<file path="config.mk">
export PLATFORM = sky130hd
export DESIGN_NAME = nvme_admin_sq_feeder
export DESIGN_NICKNAME = d
export VERILOG_FILES = /design/src/rtl/nvme_admin_sq_feeder.sv
export SDC_FILE = /design/constraint.sdc
export NUM_CORES = 1
export LEC_CHECK = 0
export CORE_MARGIN = 5
export CORE_UTILIZATION = 55
export DETAILED_ROUTE_END_ITERATION = 8
export DONT_BUFFER_PORTS = 1
export PLACE_DENSITY = 0.72
export RECOVER_POWER = 100
export SYNTH_ARGS = -nofsm -noshare
export SYNTH_HDL_FRONTEND = slang
export SYNTH_SLANG_ARGS = --single-unit
export TNS_END_PERCENT = 1
</file>
<file path="constraint.sdc">
create_clock -name clk -period 4.9 [get_ports clk]
set_clock_uncertainty 0.15 [all_clocks]
set_input_delay 0.98 -clock clk [delete_from_list [all_inputs] [get_ports clk]]
set_output_delay 0.98 -clock clk [all_outputs]
set_load 0.01 [all_outputs]
</file>
<file path="src/rtl/nvme_admin_sq_feeder.sv">
// nvme_admin_sq_feeder
//   Pops one admin request at a time from an upstream FIFO, expands it into a
//   64-byte NVMe submission queue entry, writes that entry dword by dword into
//   the SQ ring slot at the current tail, then requests a tail doorbell.
//
// Ports
//   clk, rst_n      : clock, synchronous active-low reset
//   fifo_q          : admin request word (valid the cycle after fifo_rdreq)
//   fifo_rdempty    : upstream FIFO empty
//   fifo_rdreq      : one-cycle pop strobe
//   sq_head         : SQ head pointer from the completion path
//   sq_wr_valid/ready, sq_wr_addr, sq_wr_data : dword write channel
//   db_valid/ready, db_tail : tail doorbell request channel
//   sq_tail         : current committed tail
//   busy            : high whenever a command is in progress
module nvme_admin_sq_feeder #(
  parameter int unsigned WIDTH    = 170,
  parameter int unsigned SQ_DEPTH = 32,
  parameter logic [31:0] SQ_BASE  = 32'h0
) (
  input  logic                        clk,
  input  logic                        rst_n,
  input  logic [WIDTH-1:0]            fifo_q,
  input  logic                        fifo_rdempty,
  output logic                        fifo_rdreq,
  input  logic [$clog2(SQ_DEPTH)-1:0] sq_head,
  output logic                        sq_wr_valid,
  input  logic                        sq_wr_ready,
  output logic [31:0]                 sq_wr_addr,
  output logic [31:0]                 sq_wr_data,
  output logic                        db_valid,
  input  logic                        db_ready,
  output logic [$clog2(SQ_DEPTH)-1:0] db_tail,
  output logic [$clog2(SQ_DEPTH)-1:0] sq_tail,
  output logic                        busy
);

  localparam int unsigned AW = $clog2(SQ_DEPTH);

  typedef enum logic [2:0] {IDLE, POP, CAPTURE, WRITE, DOORBELL} state_t;

  state_t         state;
  logic [3:0]     idx;
  logic [15:0]    cid;
  logic [7:0]     opcode;
  logic [31:0]    nsid;
  logic [63:0]    prp1;
  logic [31:0]    cdw10;
  logic [31:0]    cdw11;

  logic [AW-1:0]  tail_next;
  logic           sq_full;
  logic           unused_hi;

  // Top request bits carry no SQE field.
  assign unused_hi = ^fifo_q[WIDTH-1:168];

  // Power-of-two depth: natural AW-bit wrap gives the modulo.
  assign tail_next = sq_tail + AW'(1);
  assign sq_full   = (tail_next == sq_head);

  function automatic logic [31:0] sqe_dword(
    input logic [3:0]  i,
    input logic [15:0] c,
    input logic [7:0]  op,
    input logic [31:0] ns,
    input logic [63:0] prp,
    input logic [31:0] d10,
    input logic [31:0] d11
  );
    logic [31:0] dw;
    case (i)
      4'd0:    dw = {c, 2'b00, 4'b0000, 2'b00, op};
      4'd1:    dw = ns;
      4'd6:    dw = prp[31:0];
      4'd7:    dw = prp[63:32];
      4'd10:   dw = d10;
      4'd11:   dw = d11;
      default: dw = '0;
    endcase
    return dw;
  endfunction

  always_ff @(posedge clk) begin
    if (!rst_n) begin
      state       <= IDLE;
      idx         <= '0;
      cid         <= '0;
      opcode      <= '0;
      nsid        <= '0;
      prp1        <= '0;
      cdw10       <= '0;
      cdw11       <= '0;
      sq_tail     <= '0;
      fifo_rdreq  <= 1'b0;
      sq_wr_valid <= 1'b0;
      sq_wr_addr  <= '0;
      sq_wr_data  <= '0;
      db_valid    <= 1'b0;
      db_tail     <= '0;
      busy        <= 1'b0;
    end else begin
      case (state)
        IDLE: begin
          if (!fifo_rdempty && !sq_full) begin
            state      <= POP;
            fifo_rdreq <= 1'b1;
            busy       <= 1'b1;
          end
        end
        POP: begin
          fifo_rdreq <= 1'b0;
          state      <= CAPTURE;
        end
        CAPTURE: begin
          opcode      <= fifo_q[7:0];
          nsid        <= fifo_q[39:8];
          prp1        <= fifo_q[103:40];
          cdw10       <= fifo_q[135:104];
          cdw11       <= fifo_q[167:136];
          idx         <= '0;
          sq_wr_valid <= 1'b1;
          sq_wr_addr  <= SQ_BASE + (32'(sq_tail) << 6);
          // First dword comes straight from the request so WRITE starts
          // without a bubble.
          sq_wr_data  <= sqe_dword(4'd0, cid, fifo_q[7:0], fifo_q[39:8],
                                   fifo_q[103:40], fifo_q[135:104], fifo_q[167:136]);
          state       <= WRITE;
        end
        WRITE: begin
          if (sq_wr_valid && sq_wr_ready) begin
            if (idx == 4'd15) begin
              sq_wr_valid <= 1'b0;
              sq_tail     <= tail_next;
              db_tail     <= tail_next;
              db_valid    <= 1'b1;
              state       <= DOORBELL;
            end else begin
              idx        <= idx + 4'd1;
              sq_wr_addr <= sq_wr_addr + 32'd4;
              sq_wr_data <= sqe_dword(idx + 4'd1, cid, opcode, nsid, prp1, cdw10, cdw11);
            end
          end
        end
        DOORBELL: begin
          if (db_ready) begin
            db_valid <= 1'b0;
            cid      <= cid + 16'd1;
            busy     <= 1'b0;
            state    <= IDLE;
          end
        end
        default: begin
          state <= IDLE;
          busy  <= 1'b0;
        end
      endcase
    end
  end

endmodule
</file>
After elaboration in Yosys (flattened, before gate mapping)
Index checks and enable logic that the tools add are counted.
{"block": "totals", "out_inout_bits": 78, "regBits": 264, "in_bits": 180}
{"block": "classes", "n_addsub": 4, "reduce_logical": 18, "n_eq_ne": 16, "mux": 25, "bitwise": 1}
{"operator": "32-bit case mux with 6 select lines", "count": 1}
{"operator": "32-bit two-way mux", "count": 4}
{"operator": "32-bit case mux with 2 select lines", "count": 2}
{"operator": "32-bit by 3-bit adder with 32-bit output (second input constant)", "count": 1}
{"operator": "16-bit by 1-bit adder with 16-bit output (second input constant)", "count": 1}
{"operator": "3-bit case mux with 5 select lines", "count": 1}
{"operator": "4-bit equality test (second input constant)", "count": 3}
{"operator": "3-bit two-way mux", "count": 4}
{"operator": "3-bit AND reduction", "count": 4}
{"operator": "2-bit != test (second input constant)", "count": 5}
{"operator": "4-bit by 3-bit equality test with 1-bit output (second input constant)", "count": 2}
{"operator": "4-bit two-way mux", "count": 2}
{"operator": "4-bit case mux with 2 select lines", "count": 1}
{"operator": "4-bit AND reduction", "count": 2}
{"operator": "3-bit by 2-bit equality test with 1-bit output (second input constant)", "count": 2}
{"operator": "1-bit two-way mux", "count": 6}
{"operator": "1-bit case mux with 2 select lines", "count": 3}
{"operator": "2-bit nonzero test", "count": 3}
{"operator": "5-bit by 1-bit adder with 5-bit output (second input constant)", "count": 1}
{"operator": "5-bit equality test", "count": 1}
{"operator": "4-bit by 1-bit adder with 4-bit output (second input constant)", "count": 1}
{"operator": "4-bit by 1-bit equality test with 1-bit output (second input constant)", "count": 1}
{"operator": "4-bit logical NOT", "count": 1}
{"operator": "2-bit AND reduction", "count": 2}
{"operator": "other kinds (8)", "count": 10}

Depth between registers and ports, before layout
Gate-level depths: netlist (run 1).
{"block": "logic_depth", "ltp_word": 6, "ltp_mapped": 11}

Least setup slack after synthesis (run 1)
Ideal clock, no wire load.
{"block": "synth_path", "path_type": "input to register", "start": "in sq_wr_ready", "end": "reg sq_wr_addr[30]", "path_stages": 5, "n_path_buf": 0, "path_slack_ns": 2.329, "required_ns": 4.679, "arrival_ns": 2.351, "setup_ns": 0.071, "path_cell_list": "nand2_1 o31ai_4 nand3_4 or4_1 a21oi_1"}
{"block": "synth_between", "elab_chain_cells": 3}
{"item": "start: declaration", "line_no": "28", "source": "input logic sq_wr_ready,"}
{"item": "1-bit logical AND", "line_no": "131", "source": "if (sq_wr_valid && sq_wr_ready) begin"}
{"item": "2-bit != test (no source line)"}
{"item": "3-bit AND reduction (no source line)"}
{"item": "end signal: assignment", "line_no": "123", "source": "sq_wr_addr <= SQ_BASE + (32'(sq_tail) << 6);"}
{"item": "end signal: assignment", "line_no": "140", "source": "sq_wr_addr <= sq_wr_addr + 32'd4;"}
{"item": "end: declaration", "line_no": "29", "source": "output logic [31:0] sq_wr_addr,"}
No other way between the ends.
A chain may end at the register's enable or synchronous reset.

Final worst setup path (run 1)
{"block": "layout_path", "start": "reg idx[1]", "end": "reg sq_wr_data[12]"}
{"block": "layout_between", "elab_chain_cells": 6, "elab_cells_between_ends": 14, "cone_classes": "add/sub: 1; eq/ne: 7; mux: 4; reduce/logical: 2"}
{"item": "start: declaration", "line_no": "43", "source": "logic [3:0] idx;"}
{"item": "start signal: assignment", "line_no": "139", "source": "idx <= idx + 4'd1;"}
{"item": "4-bit by 1-bit adder with 4-bit output", "line_no": "141", "source": "sq_wr_data <= sqe_dword(idx + 4'd1, cid, opcode, nsid, prp1, cdw10, cdw11);"}
{"item": "4-bit equality test, or another cell as far along", "line_no": "72", "source": "case (i)"}
{"item": "32-bit case mux with 6 select lines", "line_no": "72"}
{"item": "32-bit two-way mux", "line_no": "132", "source": "if (idx == 4'd15) begin"}
{"item": "32-bit two-way mux", "line_no": "131"}
{"item": "32-bit case mux with 2 select lines", "line_no": "103", "source": "case (state)"}
{"item": "end signal: assignment", "line_no": "126", "source": "sq_wr_data <= sqe_dword(4'd0, cid, fifo_q[7:0], fifo_q[39:8],"}
{"item": "end signal: assignment", "line_no": "141"}
{"item": "end: declaration", "line_no": "30", "source": "output logic [31:0] sq_wr_data,"}
Parallel ways exist; a longest one is shown, timed or not. The select of a mux whose other input is x is not followed.

==> results of run 1 <==
per-stage QoR:
stage	instance area (sq um)	hold WS [ns]	utilization, %	power, W
floorplan	12400	0.287	-	0.00258
global placement	12400	0.298	55.1	0.00264
detailed placement	12400	0.303	55.1	0.00265
CTS	13300	0.312	59.2	0.00476
global route	13200	0.324	59.0	0.00490
finish	13200	0.312	59.0	0.00473
power by group through the flow:
stage	Combinational, W	Sequential, W	Clock [W]
2_1_floorplan	0.000265	0.00232	0
3_5_place_dp	0.000298	0.00235	0
3_3_place_gp	0.000290	0.00235	0
5_1_grt	0.000338	0.00232	0.00224
6_report	0.000299	0.00231	0.00213
4_1_cts	0.000299	0.00231	0.00215
layout by cell type (no fill, tap or decap), drive strengths merged, types with 7 or more instances in the layout:
| cell | n |
|---|---|
| a221oi | 24 |
| nor2 | 26 |
| xor2 | 14 |
| and4 | 11 |
| a21oi | 47 |
| nand3 | 30 |
| nor2b | 13 |
| ha | 8 |
| and2 | 23 |
| o21ai | 47 |
| a222oi | 9 |
| clkbuf | 41 |
| o31ai | 9 |
| a22o | 35 |
| or4 | 7 |
| a31oi | 11 |
| o211ai | 7 |
| nor3 | 16 |
| dfxtp | 262 |
| a32oi | 19 |
| a22oi | 39 |
| nand4 | 18 |
| o32a | 9 |
| or3 | 13 |
| a21boi | 172 |
| inv | 9 |
| buf | 14 |
| and3 | 17 |
| nand2 | 389 |
| xnor2 | 16 |
final cells by class:
| class | count | area [sq um] | share of cell area (%) |
|---|---|---|---|
| well taps | 285 | 357 | 2.69 |
| clock buffers | 38 | 767 | 5.80 |
| flip-flops and latches | 262 | 5250 | 39.6 |
| inverters | 9 | 33.8 | 0.255 |
| clock inverters | 10 | 150 | 1.13 |
| multi-input cells | 1099 | 6540 | 49.4 |
| diodes | 1 | 2.50 | 0.0189 |
| repair buffers | 17 | 141 | 1.07 |
per-layer routing:
| metal | up-vias | part of all wire, % | track usage (%) |
|---|---|---|---|
| li1 | 5172 | - | - |
| met1 | 5081 | 44 | 36.0 |
| met2 | 429 | 45 | 41.1 |
| met3 | 66 | 7.9 | 5.29 |
| met4 | 0 | 2.9 | 7.74 |
| met5 | - | 0 | 0 |
Yosys cell counts, drive strengths merged, types with 6 or more instances:
library cell,n,area [sq um]
or4,7,52.6
clkbuf,92,347
ha,8,100
o32a,9,90.1
a21boi,172,1290
o211ai,7,52.6
mux2i,6,60.1
a22oi,39,293
and3,17,111
nor2b,13,81.3
a32oi,19,166
xnor2,16,140
and2,23,144
a221oi,24,210
nand2,389,1460
a22o,35,307
a21oi,47,235
dfxtp,262,5250
o31ai,9,81.3
nor4,6,37.5
o21ai,47,235
inv,9,33.8
nand3,30,163
buf,41,246
a21o,6,45.0
and4,11,96.3
xor2,14,123
a31oi,11,68.8
nor3,16,85.1
a222oi,9,90.1
or3,13,81.3
o21a,6,45.0
nand4,18,128
nor2,26,97.6
path summary, 6_finish.rpt:
kind                    endpoint
setup / recovery  sq_wr_data[12]
hold / removal          cdw11[5]
setup reg to reg  sq_wr_data[12]
hold reg to reg         cdw11[5]
worst reg2reg max path: stages (launching register included):
cell	delay, ns
dfxtp_1	0.56
ha_1	0.22
clkbuf_1	0.97
and3_1	0.41
o31a_1	0.85
buf_4	0.40
a221oi_1	0.14
a32oi_1	0.19
state kept, by name, summed over array words and instances (netlist names):
signal / flops
opcode: 8
nsid: 32
sq_tail: 5
cdw11: 32
cid: 16
prp1: 64
cdw10: 32
db_valid: 1
idx: 4
state: 3
sq_wr_addr: 30
sq_wr_valid: 1
fifo_rdreq: 1
busy: 1
sq_wr_data: 32
kinds of logic after synthesis:
| logic type | Yosys count | synth area share, % |
|---|---|---|
| AOI/OAI and AO/OA | 457 | 27.0 |
| buffers and inverters | 142 | 5.05 |
| DFF | 262 | 42.3 |
| and+or+nand+nor | 596 | 22.2 |
| adders and majority gates | 8 | 0.807 |
| other | 1 | 0.0302 |
| xor gates and xnor gates | 30 | 2.12 |
| muxes | 6 | 0.484 |
==> results.toml, run 1 <==
[cells_and_area]
area_growth_pct = 6.65
final_cells = 1721
nets = 1604
drive_gt1_share_pct = 4.74
fillers = 2059

[floorplan]
io_pins = 258
num_rows = 55
initial_core_util_pct = 55.3
die_h_um = 160
fp.coreArea_sq_mm = 0.0224
die_area_sq_mm = 0.0257
dieWidth_um = 160

[setup_path]
worstPathCellList = "ha_1 -> clkbuf_1 -> and3_1 -> o31a_1 -> buf_4 -> a221oi_1 -> a32oi_1"
crit_path_max_fanout = 31
worstPathRequired_ns = 5.18
path_depth = 7
crit_start = "idx[1]"
crit_path_top_delay_cell = "clkbuf_1"
ff2ff_setup_slack_ns = 0.91
critical_path.top_delay_family = "buffers and inverters"
critPathKind = "flop to flop"
worst_setup_path_start_kind = "flop"
cp.arrival_ns = 4.27
critPathBufInv = 2
end_kind = "flop"
r2r_start = "idx[1]"
slowest_delay_ns = 0.97
rr_worst_depth = 7

[power]
p_int_w = 0.00363
sw_frac_of_total_pct = 23.3
ir_worst_vdd_mv = 0.262
clkPwrFrac_pct = 44.9
pwr-share-seq_pct = 48.8
powerDensity_mw_per_mm2 = 358
pwr-share-comb_pct = 6.3
power_switching_w = 0.00110
p_leak_nw = 4.31

[run_status]
violations = "capacitance limit, slew limit"
status = "complete, but fails checks"

[place]
hpwl_mm = 24.5
dp.cells = 1672
portBuffers = 0
gp_congestion = 0.937
place_ws_ns = 1.61

[drt]
avgRoutedWirePerCell_um = 20.5
first_pass_iters = 7
first_iter_violations = 1143
routed_wl_mm = 35.3
ant_nets = 0
drc = 0
routed_via_density = 6.25
vias = 10700

[global_routing]
grt_max_degree = 249
track_usage_pct = 26.0
first_global_vias = 10000
grt_pass1_wl_mm = 55.0
grt-ovfl-total = 0
antenna_found_initial = 0

[clocking]
holdBufCountCts = 0
post_cts_buffers = 0
clkSinkCount = 262
clockBufferDepth = 3
cts_resized = 0
clock-root-buffer = "clkbuf_16"
cts_buffers = 27
cts_tree = "done"
clk_pin_slew_worst_paths_ns = 0.06
clock_latency_ns = 0.53
htreeDepth = 1

[logic_synthesis]
ys_types = 65
postSynthCellCount = 1502
ys.flop_type = "dfxtp_1"
synth_seq_area_share_pct = 42.3
ys_warn_count = 0
synthArstFlopShare_pct = 0
synth_edf_count = 0
syn_avg_cell_area_sq_um = 8.26
ys_seq_elements = 262
syn_area_sq_mm = 0.0124

[sta]
slew_violations = 51
slew_headroom_pct = -36.4
finalSetupViolCount = 0
fmax_ghz = 0.251
worst_slack_ns = 0.914
setup_tns_ns = 0
fin_crit_sh_pct = 81.4
hold_violations = 0
tightest_slew_ns = 2.04
rsz0062_at_grt = "false"
fin_crit_ns = 3.99

[min_path]
hold_path_depth = 2
hold_class = "flop to flop"
hold_start = "cdw11[5]"

[flow_run]
cap_violations = 1
Note: power is estimated with default switching activity, not from simulation.
==> run 2: changes to the inputs <==
ABC_AREA = 1   (was unset)
PLACE_DENSITY = 0.75   (was 0.72)
clock period = 3.5 ns   (was 4.9 ns; I/O delays follow)
==> results.toml, run 2 <==
[power]
power_switching_w = 0.00340
p_leak_nw = 4.98
pwr-share-comb_pct = 24.5
clkPwrFrac_pct = 29.8
powerDensity_mw_per_mm2 = 768
ir_worst_vdd_mv = 0.464
p_int_w = 0.00652
pwr-share-seq_pct = 45.7
sw_frac_of_total_pct = 34.3

[drt]
routed_via_density = 5.73
avgRoutedWirePerCell_um = 17.6
vias = 11400
first_pass_iters = 6
first_iter_violations = 1141
ant_nets = 0
drc = 0
routed_wl_mm = 34.8

[cells_and_area]
largest_reg_flops = 64
area_growth_pct = 8.28
top_register = "prp1"
drive_gt1_share_pct = 5.43
nets = 1861
regArea_sq_mm = 0.00525
final_common_cell = "nor2_1"
fillers = 2067
final_cell_mix = "nor2_1 (380), dfxtp_1 (262), nand2_1 (259), o21ai_0 (230), a21oi_1 (120)"
multiInputGateArea_sq_mm = 0.00580

[logic_synthesis]
synth_top_area_share_pct = 43.9
synth_edf_count = 0
ys_types = 39
synth_seq_area_share_pct = 43.9
syn_area_sq_mm = 0.0119
syn_avg_cell_area_sq_um = 6.85
postSynthCellCount = 1742
synthArstFlopShare_pct = 0
yosysTopAreaCell = "dfxtp_1"
ys_seq_elements = 262
synth_area_leaders = "dfxtp_1 (44%), nor2_1 (12%), o21ai_0 (9.6%), nand2_1 (8.2%), a21oi_1 (5.0%)"
yosys-top-cells-count = "nor2_1 (380), dfxtp_1 (262), nand2_1 (260)"
ys_warn_count = 0
yosysMostFrequentCell = "nor2_1"
ys.flop_type = "dfxtp_1"

[floorplan]
num_rows = 54
dieWidth_um = 157
fp.coreArea_sq_mm = 0.0216
die_area_sq_mm = 0.0248
io_pins = 258
initial_core_util_pct = 55.2
die_h_um = 157

[setup_path]
crit_path_top_delay_cell = "nor2_1"
end_kind = "flop"
slowest_delay_ns = 0.74
critical_path.top_delay_family = "simple AND/OR/NAND/NOR gates"
cp.arrival_ns = 3.17
worst_setup_path_start_kind = "flop"
path_common_cell = "nor2_1"
crit_path_max_fanout = 61
critPathBufInv = 2
critPathKind = "flop to flop"
worstPathRequired_ns = 3.83
worstPathCellList = "nor2_1 -> nand2_4 -> inv_4 -> nor2_1 -> inv_1 -> nor2_1 -> o21a_1"

[sta]
setup_tns_ns = 0
slew_violations = 0
fin_crit_ns = 2.84
slew_headroom_pct = 19.8
rsz0062_at_grt = "false"
tightest_slew_ns = 1.20
fin_crit_sh_pct = 81.2
finalSetupViolCount = 0
timing.hold.ws_ns = 0.160
hold_violations = 0
fmax_ghz = 0.352

[global_routing]
antenna_found_initial = 10
grt_pass1_wl_mm = 54.5
grt_max_degree = 207
track_usage_pct = 27.2
first_global_vias = 10300
grt-ovfl-total = 0

[clocking]
post_cts_buffers = 0
clk_pin_slew_worst_paths_ns = 0.06
clock-root-buffer = "clkbuf_16"
holdBufCountCts = 0
cts_tree = "done"
clock_latency_ns = 0.53
clockBufferDepth = 3
clkSinkCount = 262
cts_buffers = 28
cts_resized = 0
htreeDepth = 1

[flow_run]
cap_violations = 0

[place]
portBuffers = 0
hpwl_mm = 24.6
gp_congestion = 0.908

[run_status]
status = "completed"

[min_path]
hold_class = "input port to flop"
[run 2: cell types whose count changed in the layout (fill, tap and decap cells not counted), moves of 45 or more]
cell      change
nor2_1      +355
o21ai_0     +183
a21boi_0    -172
nand2_1     -130
inv_1        +99
nand4_1      +74
a21oi_1      +73
nand3_1      +45
[run 2: path summary, 6_finish.rpt]
check             depth (start not counted)              to  startpoint  slack [ns]
setup / recovery                          7  sq_wr_addr[20]    state[2]        0.66
hold / removal                            2      sq_tail[3]       rst_n        0.16
setup reg to reg                          7  sq_wr_addr[20]    state[2]        0.66
hold reg to reg                           2        cdw11[8]    cdw11[8]        0.30
[run 2: kinds of logic after synthesis]
group | after synthesis | synth area share, %
xor gates and xnor gates | 7 | 0.671
AOI/OAI and AO/OA | 381 | 16.4
adders and majority gates | 8 | 0.839
and+or+nand+nor | 848 | 30.3
other | 1 | 0.0314
buffers and inverters | 235 | 7.80
DFF | 262 | 43.9
[run 2: per-layer routing]
| metal | vias to the layer above | track usage [%] | share of wire [%] | wire length, um |
|---|---|---|---|---|
| met5 | - | 0 | 0.060 | 21 |
| met4 | 4 | 8.23 | 2.7 | 955 |
| met3 | 69 | 7.23 | 9.7 | 3360 |
| met2 | 433 | 40.7 | 44 | 15400 |
| met1 | 5234 | 38.6 | 43 | 15000 |
| li1 | 5616 | - | - | - |
[run 2: final cells by class]
type	instances	area share [%]
Antenna cell	8	0.155
Clock buffer	43	6.72
Clock inverter	9	0.542
Inverter	114	3.33
Multi-Input combinational cell	1246	44.9
Sequential cell	262	40.6
Tap cell	280	2.71
Timing Repair Buffer	21	1.08
[run 2: worst reg2reg max path, cell delays in order, from the launching register on]
cell and delay [ns]:
dfxtp_1 0.40, nor2_1 0.11, nand2_4 0.40, inv_4 0.29, nor2_1 0.76, inv_1 0.37, nor2_1 0.19, o21a_1 0.12
[run 2: through the flow]
step / total power [W] / setup WS, ns / utilization, % / std cells / area [sq um]
6_report: 0.00992 / 0.659 / 59.8 / 1983 / 12900
5_1_grt: 0.0106 / 0.327 / 59.8 / 1983 / 12900
4_1_cts: 0.00994 / 0.689 / 59.8 / 1975 / 12900
3_5_place_dp: 0.00699 / 0.725 / 55.4 / 1923 / 12000
3_3_place_gp: 0.00687 / 0.824 / 55.4 / 1923 / 12000
2_1_floorplan: 0.00637 / 1.43 / - / 1743 / 11900
[run 2: power by group through the flow]
| stage | clock [W] | sequential, W | combinational, W |
|---|---|---|---|
| final | 0.00296 | 0.00453 | 0.00243 |
| after global routing | 0.00314 | 0.00464 | 0.00283 |
| after CTS | 0.00300 | 0.00452 | 0.00243 |
| after detailed placement | 0 | 0.00457 | 0.00242 |
| after global placement | 0 | 0.00453 | 0.00234 |
| after floorplan | 0 | 0.00439 | 0.00198 |
==> run 3: changes to the inputs <==
PLACE_DENSITY = 0.72   (was 0.75)
clock period = 2.7 ns   (was 3.5 ns; I/O delays follow)
==> results.toml, run 3 (synthesized netlist as in run 2, its figures left out) <==
[min_path]
hold_class = "input port to flop"

[power]
total_power_w = 0.0135
p_leak_nw = 5.09
powerDensity_mw_per_mm2 = 1020
ir_worst_vdd_mv = 0.693

[cells_and_area]
fillers = 2087
design_area_sq_mm = 0.0132
final_cell_mix = "nor2_1 (380), dfxtp_1 (262), nand2_1 (260), o21ai_0 (234), a21oi_1 (120)"
largest_reg_flops = 64
drive_gt1_share_pct = 5.92
area_growth_pct = 10.2
final_common_cell = "nor2_1"
nets = 1874
top_register = "prp1"

[clocking]
cts_buffers = 28
clock_latency_ns = 0.54
clkSinkCount = 262
cts_tree = "done"
clock-root-buffer = "clkbuf_16"
clockBufferDepth = 3
htreeDepth = 1
post_cts_buffers = 0
clk_pin_slew_worst_paths_ns = 0.06

[sta]
rsz0062_at_grt = "false"
fin_crit_ns = 2.55
fmax_ghz = 0.392
hold_violations = 0
tightest_slew_ns = 1.51
setup_tns_ns = 0
fin_crit_sh_pct = 94.4
slew_violations = 58
slew_headroom_pct = -0.749
finalSetupViolCount = 0

[global_routing]
track_usage_pct = 27.2
grt_pass1_wl_mm = 54.7
antenna_found_initial = 4
grt-ovfl-total = 0
grt_max_degree = 206
first_global_vias = 10200

[drt]
met1Wirelength_mm = 15.7
routed-wl-met3_mm = 3.32
first_iter_violations = 1216
routed_via_density = 5.68
routed.top_layer = "met5"
drc = 0
routed_wl_mm = 34.9
wl_met2_mm = 15.2
first_pass_iters = 6
vias = 11300
ant_nets = 0
avgRoutedWirePerCell_um = 17.5

[floorplan]
fp.coreArea_sq_mm = 0.0216
io_pins = 258
initial_core_util_pct = 55.2
die_area_sq_mm = 0.0248
dieWidth_um = 157
die_h_um = 157
num_rows = 54

[run_status]
violations = "slew limit"
status = "complete, but fails checks"

[place]
gp_congestion = 0.883
place_area_sq_mm = 0.0121
portBuffers = 0
hpwl_mm = 24.5

[setup_path]
end_kind = "flop"
cp.arrival_ns = 2.79
worst_setup_path_start_kind = "flop"
worstPathRequired_ns = 2.94
crit_path_max_fanout = 14
critPathKind = "flop to flop"

[flow_run]
cap_violations = 0
-- run 3: changes by cell type in the layout (fill, tap and decap cells not counted), moves of 3 or more --
cell | previous run | this run
clkbuf_8 | 9 | 2
diode_2 | 8 | 3
buf_4 | 14 | 22
nor3_2 | 3 | 0
bufinv_16 | 1 | 8
o21ai_1 | 12 | 8
o21ai_0 | 230 | 234
-- run 3: final timing paths --
check / from / end / slack [ns] / cells after the start
worst max register to register: idx[0] / sq_wr_data[19] / 0.15 / 8
worst min register to register: opcode[3] / opcode[3] / 0.30 / 2
worst max-delay path: idx[0] / sq_wr_data[19] / 0.15 / 8
worst min-delay path: fifo_q[91] / prp1[51] / 0.01 / 2
-- run 3: cell type report --
class / instances / area [sq um] / share of cell area (%)
Tap cell: 280 / 350 / 2.66
Clock inverter: 18 / 299 / 2.27
Antenna cell: 3 / 7.51 / 0.0570
Sequential cell: 262 / 5250 / 39.9
Multi-Input combinational cell: 1246 / 5800 / 44.1
Clock buffer: 33 / 761 / 5.78
Inverter: 114 / 430 / 3.27
Timing Repair Buffer: 34 / 265 / 2.02
-- run 3: critical path, stage by stage, from the launching register on --
cell and delay [ns]:
dfxtp_1 0.47, nand3_2 0.24, xnor2_4 0.44, buf_4 0.31, nor3_4 0.08, nand2_1 0.07
nand2_1 0.07, o21ai_0 0.43, a21oi_1 0.13
-- run 3: per-stage QoR --
step / instances / setup slack [ns] / hold WS, ns / util [%]
2_1_floorplan: 1743 / 0.736 / 0.275 / -
3_3_place_gp: 1934 / 0.235 / 0.289 / 56.0
3_5_place_dp: 1934 / 0.189 / 0.293 / 56.0
4_1_cts: 1987 / 0.151 / 0.000434 / 61.0
5_1_grt: 1990 / 0.0373 / 0.00555 / 60.9
6_report: 1990 / 0.151 / 0.0102 / 60.9
-- run 3: timing repair --
action | in CTS | in global routing
resized for setup | 0 | 2
endpoints found under the hold margin | 3 | 0
endpoints found under the setup margin | 0 | 5
hold buffers | 2 | 0
-- run 3: where the power goes --
group	internal, W	leakage (nW)	switching [W]
Clock	0.00277	0.519	0.00160
Combinational	0.00113	2.44	0.00207
Sequential	0.00508	2.13	0.000811
-- run 3: per-layer routing --
layer	global-route usage [%]	vias up
met4	5.53	2
met3	5.97	48
met1	40.1	5194
li1	-	5632
met2	41.1	431
met5	0	-
